**src/rtl/kgp_alu_pkg.sv**
```systemverilog
// kgp_alu_pkg: shared mode constants, group width and stage record
// for the pipelined carry-lookahead adder.
package kgp_alu_pkg;

  localparam logic ADD     = 1'b0;
  localparam logic SUB     = 1'b1;
  localparam int   CLA_GRP = 4;
  localparam int   MAX_W   = 64;

  // b holds the mode-adjusted operand (in2 or ~in2)
  typedef struct packed {
    logic             valid;
    logic             mode;
    logic             carry;
    logic [MAX_W-1:0] psum;
    logic [MAX_W-1:0] a;
    logic [MAX_W-1:0] b;
  } stage_t;

endpackage

```
**src/rtl/cla_group4.sv**
```systemverilog
// cla_group4: combinational 4-bit lookahead group with
// group propagate/generate outputs.
module cla_group4
  import kgp_alu_pkg::*;
(
  input  logic [CLA_GRP-1:0] a,
  input  logic [CLA_GRP-1:0] b,
  input  logic               cin,
  output logic [CLA_GRP-1:0] s,
  output logic               gp,
  output logic               gg
);

  logic [3:0] p;
  logic [3:0] g;
  logic [3:0] c;

  assign p = a ^ b;
  assign g = a & b;

  assign c[0] = cin;
  assign c[1] = g[0] | (p[0] & cin);
  assign c[2] = g[1] | (p[1] & g[0])
              | (p[1] & p[0] & cin);
  assign c[3] = g[2] | (p[2] & g[1])
              | (p[2] & p[1] & g[0])
              | (p[2] & p[1] & p[0] & cin);

  assign s  = p ^ c;
  assign gp = &p;
  assign gg = g[3] | (p[3] & g[2])
            | (p[3] & p[2] & g[1])
            | (p[3] & p[2] & p[1] & g[0]);

endmodule

```
**src/rtl/pipe_cla_adder.sv**
```systemverilog
// pipe_cla_adder: pipelined CLA add/sub with a global stall.
// Define PIPE_CLA_FLAGS_EN for registered overflow/zero flags.
module pipe_cla_adder
  import kgp_alu_pkg::*;
#(
  parameter int WIDTH  = 32,
  parameter int STAGES = 2
) (
  input  logic             clk,
  input  logic             rst_n,
  input  logic             in_valid,
  output logic             in_ready,
  input  logic [WIDTH-1:0] in1,
  input  logic [WIDTH-1:0] in2,
  input  logic             sub,
  input  logic             c_in,
  output logic             out_valid,
  input  logic             out_ready,
  output logic [WIDTH-1:0] sum,
  output logic             c_out,
  output logic             overflow,
  output logic             zero
);

  localparam int NG  = WIDTH / CLA_GRP;
  localparam int GPS = NG / STAGES;
  localparam int SW  = GPS * CLA_GRP;

  stage_t            src [STAGES];
  stage_t            nxt [STAGES];
  stage_t            stg [STAGES];
  logic [WIDTH-1:0]  s_all;
  logic [STAGES-1:0] st_cout;
  logic              advance;
  logic              unused_par;

  assign advance   = !out_valid || out_ready;
  assign in_ready  = advance;
  assign out_valid = stg[STAGES-1].valid;
  assign sum       = stg[STAGES-1].psum[WIDTH-1:0];
  assign c_out     = stg[STAGES-1].carry;

  always_comb begin
    src[0]       = '0;
    src[0].valid = in_valid;
    src[0].mode  = sub;
    src[0].carry = (sub == SUB) ? 1'b1 : c_in;
    src[0].a     = MAX_W'(in1);
    src[0].b     = MAX_W'((sub == ADD) ? in2 : ~in2);
    for (int k = 1; k < STAGES; k++) begin
      src[k] = stg[k-1];
    end
  end

  // each group reads the record entering the stage that owns it
  for (genvar g = 0; g < NG; g++) begin : grp
    logic       gcin;
    logic       gcout;
    logic       gp;
    logic       gg;
    logic [3:0] gs;

    if (g % GPS == 0) begin : head
      assign gcin = src[g/GPS].carry;
    end else begin : link
      assign gcin = grp[g-1].gcout;
    end

    cla_group4 u_grp (
      .a   (src[g/GPS].a[g*CLA_GRP +: CLA_GRP]),
      .b   (src[g/GPS].b[g*CLA_GRP +: CLA_GRP]),
      .cin (gcin),
      .s   (gs),
      .gp  (gp),
      .gg  (gg)
    );

    assign gcout = gg | (gp & gcin);
    assign s_all[g*CLA_GRP +: CLA_GRP] = gs;
  end

  for (genvar k = 0; k < STAGES; k++) begin : scar
    assign st_cout[k] = grp[(k+1)*GPS-1].gcout;
  end

  always_comb begin
    for (int k = 0; k < STAGES; k++) begin
      nxt[k]       = src[k];
      nxt[k].carry = st_cout[k];
      nxt[k].psum  =
        (src[k].psum & ~(MAX_W'({SW{1'b1}}) << (k*SW)))
        | (MAX_W'(s_all) & (MAX_W'({SW{1'b1}}) << (k*SW)));
    end
  end

  always_ff @(posedge clk or negedge rst_n) begin
    if (!rst_n) begin
      for (int k = 0; k < STAGES; k++) stg[k] <= '0;
    end else if (advance) begin
      for (int k = 0; k < STAGES; k++) stg[k] <= nxt[k];
    end
  end

`ifdef PIPE_CLA_FLAGS_EN
  logic ovf_d;
  logic zero_d;
  logic ovf_q;
  logic zero_q;

  assign ovf_d =
    (src[STAGES-1].a[WIDTH-1] == src[STAGES-1].b[WIDTH-1])
    && (s_all[WIDTH-1] != src[STAGES-1].a[WIDTH-1]);
  assign zero_d = (nxt[STAGES-1].psum[WIDTH-1:0] == '0);

  always_ff @(posedge clk or negedge rst_n) begin
    if (!rst_n) begin
      ovf_q  <= 1'b0;
      zero_q <= 1'b0;
    end else if (advance) begin
      ovf_q  <= ovf_d;
      zero_q <= zero_d;
    end
  end

  assign overflow = ovf_q;
  assign zero     = zero_q;
`else
  assign overflow = 1'b0;
  assign zero     = 1'b0;
`endif

  // upper record bits beyond WIDTH and the mode tag are not consumed
  always_comb begin
    unused_par = 1'b0;
    for (int k = 0; k < STAGES; k++) begin
      unused_par = unused_par ^ (^stg[k]);
    end
  end

endmodule

```
**config.mk**
```make
export PLATFORM = sky130hd
export DESIGN_NAME = pipe_cla_adder
export DESIGN_NICKNAME = d
export VERILOG_FILES = /design/src/rtl/kgp_alu_pkg.sv /design/src/rtl/cla_group4.sv /design/src/rtl/pipe_cla_adder.sv
export SDC_FILE = /design/constraint.sdc
export NUM_CORES = 1
export LEC_CHECK = 0
export CORE_ASPECT_RATIO = 0.9
export CORE_MARGIN = 4
export CORE_UTILIZATION = 52
export DETAILED_ROUTE_END_ITERATION = 10
export PLACE_DENSITY_LB_ADDON = 0.2
export SLEW_MARGIN = 20
export SYNTH_ARGS = -nofsm -noshare
export SYNTH_HDL_FRONTEND = slang
export SYNTH_HIERARCHICAL = 1
export SYNTH_SLANG_ARGS = --single-unit
```
**constraint.sdc**
```tcl
create_clock -name clk -period 3.3 [get_ports clk]
set_clock_uncertainty 0.2 [all_clocks]
set_input_delay 0.33 -clock clk [delete_from_list [all_inputs] [get_ports clk]]
set_output_delay 0.33 -clock clk [all_outputs]
set_load 0.01 [all_outputs]
```
==> results of run 1 <==
## report_power, final
group	total, mW	switching (mW)	internal (mW)
sequential	1.51	0.181	1.32
combinational	1.52	0.742	0.780
clock	0.871	0.351	0.520
## kinds of logic (layout without fill, tap and decap cells)
family	after synthesis	after routing	share of synthesized area (%)
buffers and inverters	57	157	5.420
flip-flops	84	84	41.96
adder cells (fa/ha/maj)	48	48	13.19
XOR/XNOR	56	56	9.790
AO/OA/AOI/OAI	59	59	7.867
other	1	2	0.07485
AND/OR/NAND/NOR	259	259	21.70
## layout by cell type (no fill, tap or decap), drive strengths merged, types with 2 or more instances in the layout
master,synthesis,final
a21oi,18,18
clkbuf,3,11
nand2,220,220
conb,1,2
inv,33,33
a21o,21,21
nand4,8,8
and4,8,8
ha,40,40
bufinv,0,3
buf,21,6
fa,8,8
o21ai,16,16
xor2,24,24
dfrtp,84,84
nand3,16,16
xnor2,32,32
clkdlybuf4s50,0,102
## final cells by class
class | count | area share [%]
Multi-Input combinational cell | 424 | 41.67
Sequential cell | 84 | 33.18
Timing Repair Buffer | 109 | 17.01
Tap cell | 122 | 2.410
Clock buffer | 11 | 2.232
Inverter | 33 | 1.955
Clock inverter | 4 | 1.541
## registers in the layout, indices dropped and copies added, names as in the netlist
signal	count
out_valid	1
src	16
grp.gcin	1
sum	32
c_out	1
nxt	33
## metrics by stage
step                      util [%]  instances
after floorplan                  -        565
after global placement       65.76        771
after detailed placement     65.76        771
after CTS                    68.45        787
after global routing         68.49        787
final                        68.49        787
## repair_timing
item | in CTS | in global routing
buffers inserted | 0 | 0
hold buffers | 1 | 0
hold endpoints to repair | 15 | 0
## synth_stat cells, types with 8 or more instances
library cell  instances
a21o_1               21
a21oi_1              10
a21oi_2               8
and4_2                8
buf_2                13
dfrtp_1              84
fa_1                  8
ha_1                 40
inv_1                32
nand2_1             220
nand3_1              16
nand4_1               8
o21ai_0              16
xnor2_1              32
xor2_1               24
## path summary, 6_finish.rpt
kind                                 startpoint                   end  slack, ns  depth (start not counted)
hold / removal             src[128]$_DFFE_PN0P_  src[128]$_DFFE_PN0P_       0.27                          2
max in group asynchronous                 rst_n    sum[9]$_DFFE_PN0P_       2.00                          2
setup / recovery                         in2[2]  src[140]$_DFFE_PN0P_       0.39                         14
setup reg to reg            nxt[82]$_DFFE_PN0P_   sum[28]$_DFFE_PN0P_       0.44                         12
min in group asynchronous                 rst_n   sum[21]$_DFFE_PN0P_       0.38                          2
hold reg to reg            src[128]$_DFFE_PN0P_  src[128]$_DFFE_PN0P_       0.27                          2
## worst max-delay path, stage by stage
cell and delay, ns:
clkdlybuf4s50_1 0.47, xor2_1 0.16, ha_1 0.30, a21oi_1 0.24, nand2_1 0.09, a21o_1 0.20
a21oi_1 0.12, nand2_1 0.16, a21o_1 0.25, inv_1 0.08, fa_1 0.40, inv_1 0.06
nand2_1 0.04, nand2_1 0.08
## per-layer routing
layer / wire [µm] / GRT usage, %
met5: 0 / 0
met4: 148 / 5.426
met3: 565 / 4.562
met2: 5153 / 33.24
met1: 4673 / 25.06
==> flow_metrics.tcl, run 1 <==
set metrics [dict create \
    outcome "complete, no violations" \
    drt_drc_violations_left 0 \
    yosysWarnings 6 \
    cts_resized 0 \
    fin_crit_ns 2.908 \
    clock_sinks 84 \
    htreeDepth 3 \
    cellPowerDensity_nw_per_um2 615.3 \
    port-buffer-count 104 \
    track_usage_pct 19.43 \
    core_um2 9249 \
    vias 3945 \
    grt_max_degree 101 \
    setup_violations 0 \
    synthTopCellsByArea "dfrtp_1 (42%), nand2_1 (16%), ha_1 (10%)" \
    grt_pass1_vias 3876 \
    syn_area_um2 5010 \
    synthDistinctLibCells 31 \
    ant_nets 0 \
    cts_buffer_depth 2 \
    setup_tns_ns 0 \
    rsz0062_at_grt "false" \
    startpoint_type "primary input" \
    p_total_mw 3.898 \
    row_count 33 \
    cap_violations 0 \
    crit_type "in2reg" \
    placed_cell_area_um2 6082 \
    hp-class "reg2reg" \
    synth-edff-count 0 \
    wirelength_um 10540 \
    synthArstFlopShare_pct 100.0 \
    numCtsBuffers 9 \
    antenna_found_initial 0 \
    n_antenna_cell 0 \
    hold_viol 0 \
    fin_area_um2 6335 \
    total_leakage_power_nw 3.235 \
    yosysTopAreaCell "dfrtp_1" \
    ys_ff_latch 84 \
    slew_viol_final 0 \
    seq_area_um2 2102 \
    arrival_ns 2.99 \
    die_y_um 101.1 \
    nFillCells 769 \
    syn_inst 564 \
    post-place-ws_ns 0.05754 \
    grt_pass1_wl_um 17870 \
    clock-root-buffer "clkbuf_8" \
    drt-pass1-iter-count 4 \
    avgViaCountPerCell 5.013 \
    critPathRequiredTime_ns 3.39 \
    drt_iter0_drc 184 \
    layout_setup_ws_ns 0.3921 \
    crit_path_end_kind "flip-flop" \
    dieWidth_um 111.5 \
    wl_per_cell_um 13.40 \
    worst_pin_slew_ns 0.9261 \
    tritoncts "built" \
    synthFlopType "dfrtp_1" \
    clock_latency_ns 0.35 \
    min_period_over_period_pct 88.12 \
    dp_hpwl_um 7711 \
    synth_top_cell_area_share_pct 41.96 \
    max_slew_margin_pct 38.26 \
    whs_ns 0.2661 \
    die-area_um2 11270 \
    multiInputGateArea_um2 2640 \
    drive_above_1_share_pct 5.865 \
    fmax_mhz 343.9 \
    ys_seq_area_share_pct 41.96 \
    start_util_pct 54.17 \
    nNetsFinal 779 \
    clk_pin_slew_ns 0.08 \
    crit_path_max_fanout 5 \
    gr-total-overflow 0 \
    syn_area_per_cell_um2 8.883 \
    ios 107 \
    ir_drop_mv 0.2796 \
    syn2layout_area_growth_pct 26.45 \
    gp_congestion 0.8438 \
]
Power figures use the tool's default switching activity.
==> run 2: changes to the inputs <==
- CAP_MARGIN: unset -> 5
- MAX_ROUTING_LAYER: unset -> met4
- TNS_END_PERCENT: unset -> 50
==> run 2 against run 1 <==
Net effect: count of clock-buffer cells in the layout unchanged; largest cell class unchanged; sequential power barely moved; fmax barely moved; register-to-register slack hardly changed; core utilization stayed put; first-iteration DRC count grew 11%; critical path type unchanged; setup slack got worse by 0.0014 ns; sequential cell count did not move; clock power hardly changed; critical endpoint unchanged.
==> flow_metrics.tcl, run 2 (synthesis gave the netlist of run 1 again) <==
set metrics [dict create \
    largest_reg_flops 33 \
    ir_drop_mv 0.2794 \
    core_um2 9249 \
    hp-class "reg2reg" \
    outcome "complete, no violations" \
    tritoncts "built" \
    syn2layout_area_growth_pct 26.45 \
    drt_iter0_drc 204 \
    post-place-ws_ns 0.05754 \
    startpoint_type "primary input" \
    arrival_ns 2.99 \
    die-area_um2 11270 \
    fin_area_um2 6335 \
    min_period_over_period_pct 88.16 \
    setup_violations 0 \
    grt_max_degree 101 \
    numCtsBuffers 9 \
    layout_commonest_cell "nand2_1" \
    antenna_found_initial 0 \
    r2r.worst_path.cells 12 \
    track_usage_pct 20.07 \
    drive_above_1_share_pct 5.865 \
    fmax_mhz 343.7 \
    crit_type "in2reg" \
    rsz0062_at_grt "false" \
    wirelength_um 10520 \
    die_y_um 101.1 \
    cellPowerDensity_nw_per_um2 615.2 \
    mostFrequentLayoutCells "nand2_1 (220), clkdlybuf4s50_1 (102), dfrtp_1 (84)" \
    hold_viol 0 \
    r2r_start "nxt[82]$_DFFE_PN0P_" \
    htreeDepth 3 \
    gr-total-overflow 0 \
    clock_sinks 84 \
    gp_congestion 0.8570 \
    dp_hpwl_um 7711 \
    ant_nets 0 \
    row_count 33 \
    clock_latency_ns 0.35 \
    r2r_end "sum[28]$_DFFE_PN0P_" \
    avgViaCountPerCell 5.004 \
    clock-root-buffer "clkbuf_8" \
    critPathRequiredTime_ns 3.39 \
    grt_pass1_wl_um 17880 \
    cts_buffer_depth 2 \
    placed_cell_area_um2 6082 \
    p_total_mw 3.897 \
    grt_pass1_vias 3876 \
    port-buffer-count 104 \
    cts_setup_buffers 0 \
    wl_per_cell_um 13.36 \
    r2r_slack_ns 0.45 \
    slew_viol_final 0 \
    vias 3938 \
    crit_path_max_fanout 5 \
    start_util_pct 54.17 \
    worst_pin_slew_ns 0.9295 \
    cap_violations 0 \
    setup.worst_path.end "src[140]$_DFFE_PN0P_" \
    dieWidth_um 111.5 \
    setup_tns_ns 0 \
    n_antenna_cell 0 \
    min-delay-start "src[128]$_DFFE_PN0P_" \
    clk_pin_slew_ns 0.08 \
    crit_path_end_kind "flip-flop" \
    drt_drc_violations_left 0 \
    post-route-util_pct 68.49 \
    nNetsFinal 779 \
    layout_setup_ws_ns 0.3907 \
    crit_start "in2[2]" \
    fin_crit_ns 2.909 \
    ios 107 \
    max_slew_margin_pct 38.04 \
    drt-pass1-iter-count 4 \
    total_leakage_power_nw 3.235 \
]
## run 2: cell counts in the layout (fill, tap and decap cells not counted)
No cell type changed its count.
## run 2: worst max-delay path, stage by stage
cell and delay [ns]:
clkdlybuf4s50_1 0.47, xor2_1 0.16, ha_1 0.30, a21oi_1 0.24, nand2_1 0.09, a21o_1 0.20, a21oi_1 0.12, nand2_1 0.16
a21o_1 0.25, inv_1 0.08, fa_1 0.40, inv_1 0.06, nand2_1 0.04, nand2_1 0.08
## run 2: stage by stage
step | std cells | hold slack, ns
global placement | 771 | 0.2456
global route | 787 | 0.2824
detailed placement | 771 | 0.2556
finish | 787 | 0.2666
CTS | 787 | 0.2739
floorplan | 565 | -0.1656
## run 2: timing repair
item	CTS	global route
setup endpoints to repair	0	0
gates resized for setup	0	0
hold buffers	1	0
endpoints found under the hold margin	15	0
## run 2: final cells by class
type | instances | area (µm²)
repair buffers | 109 | 1077
fillers | 769 | 2914
flip-flops and latches | 84 | 2102
multi-input cells | 424 | 2640
clock buffers | 11 | 141.4
inverters | 33 | 123.9
well taps | 122 | 152.6
clock inverters | 4 | 97.59
## run 2: layer usage
| metal | vias to the layer above | track usage [%] | wire, µm |
|---|---|---|---|
| met5 | - | - | 0 |
| met4 | 0 | 4.864 | 123 |
| met3 | 13 | 4.802 | 562 |
| met2 | 99 | 33.24 | 5111 |
| met1 | 1839 | 25.21 | 4717 |
| li1 | 1987 | - | - |
## run 2: power breakdown
group / leakage (nW) / switching (mW) / total, mW / internal (mW)
combinational: 2.11 / 0.741 / 1.52 / 0.780
clock: 0.116 / 0.351 / 0.871 / 0.520
sequential: 1.01 / 0.181 / 1.51 / 1.32
## run 2: how the worst min path moves through the flow
stage / endpoint / slack (ns) / depth (start not counted)
after global placement: nxt[194]$_DFFE_PN0P_ / 0.25 / 2
after floorplan: c_out$_DFFE_PN0P_ / -0.17 / 0
after detailed placement: sum[20]$_DFFE_PN0P_ / 0.26 / 2
after global routing: nxt[86]$_DFFE_PN0P_ / 0.28 / 3
final: src[128]$_DFFE_PN0P_ / 0.27 / 2
after CTS: src[128]$_DFFE_PN0P_ / 0.27 / 2
==> run 3: changes to the inputs <==
- CAP_MARGIN: 5 -> 10
==> results of run 3 <==
Final layout, timing and power as in run 2 (identical DEF).
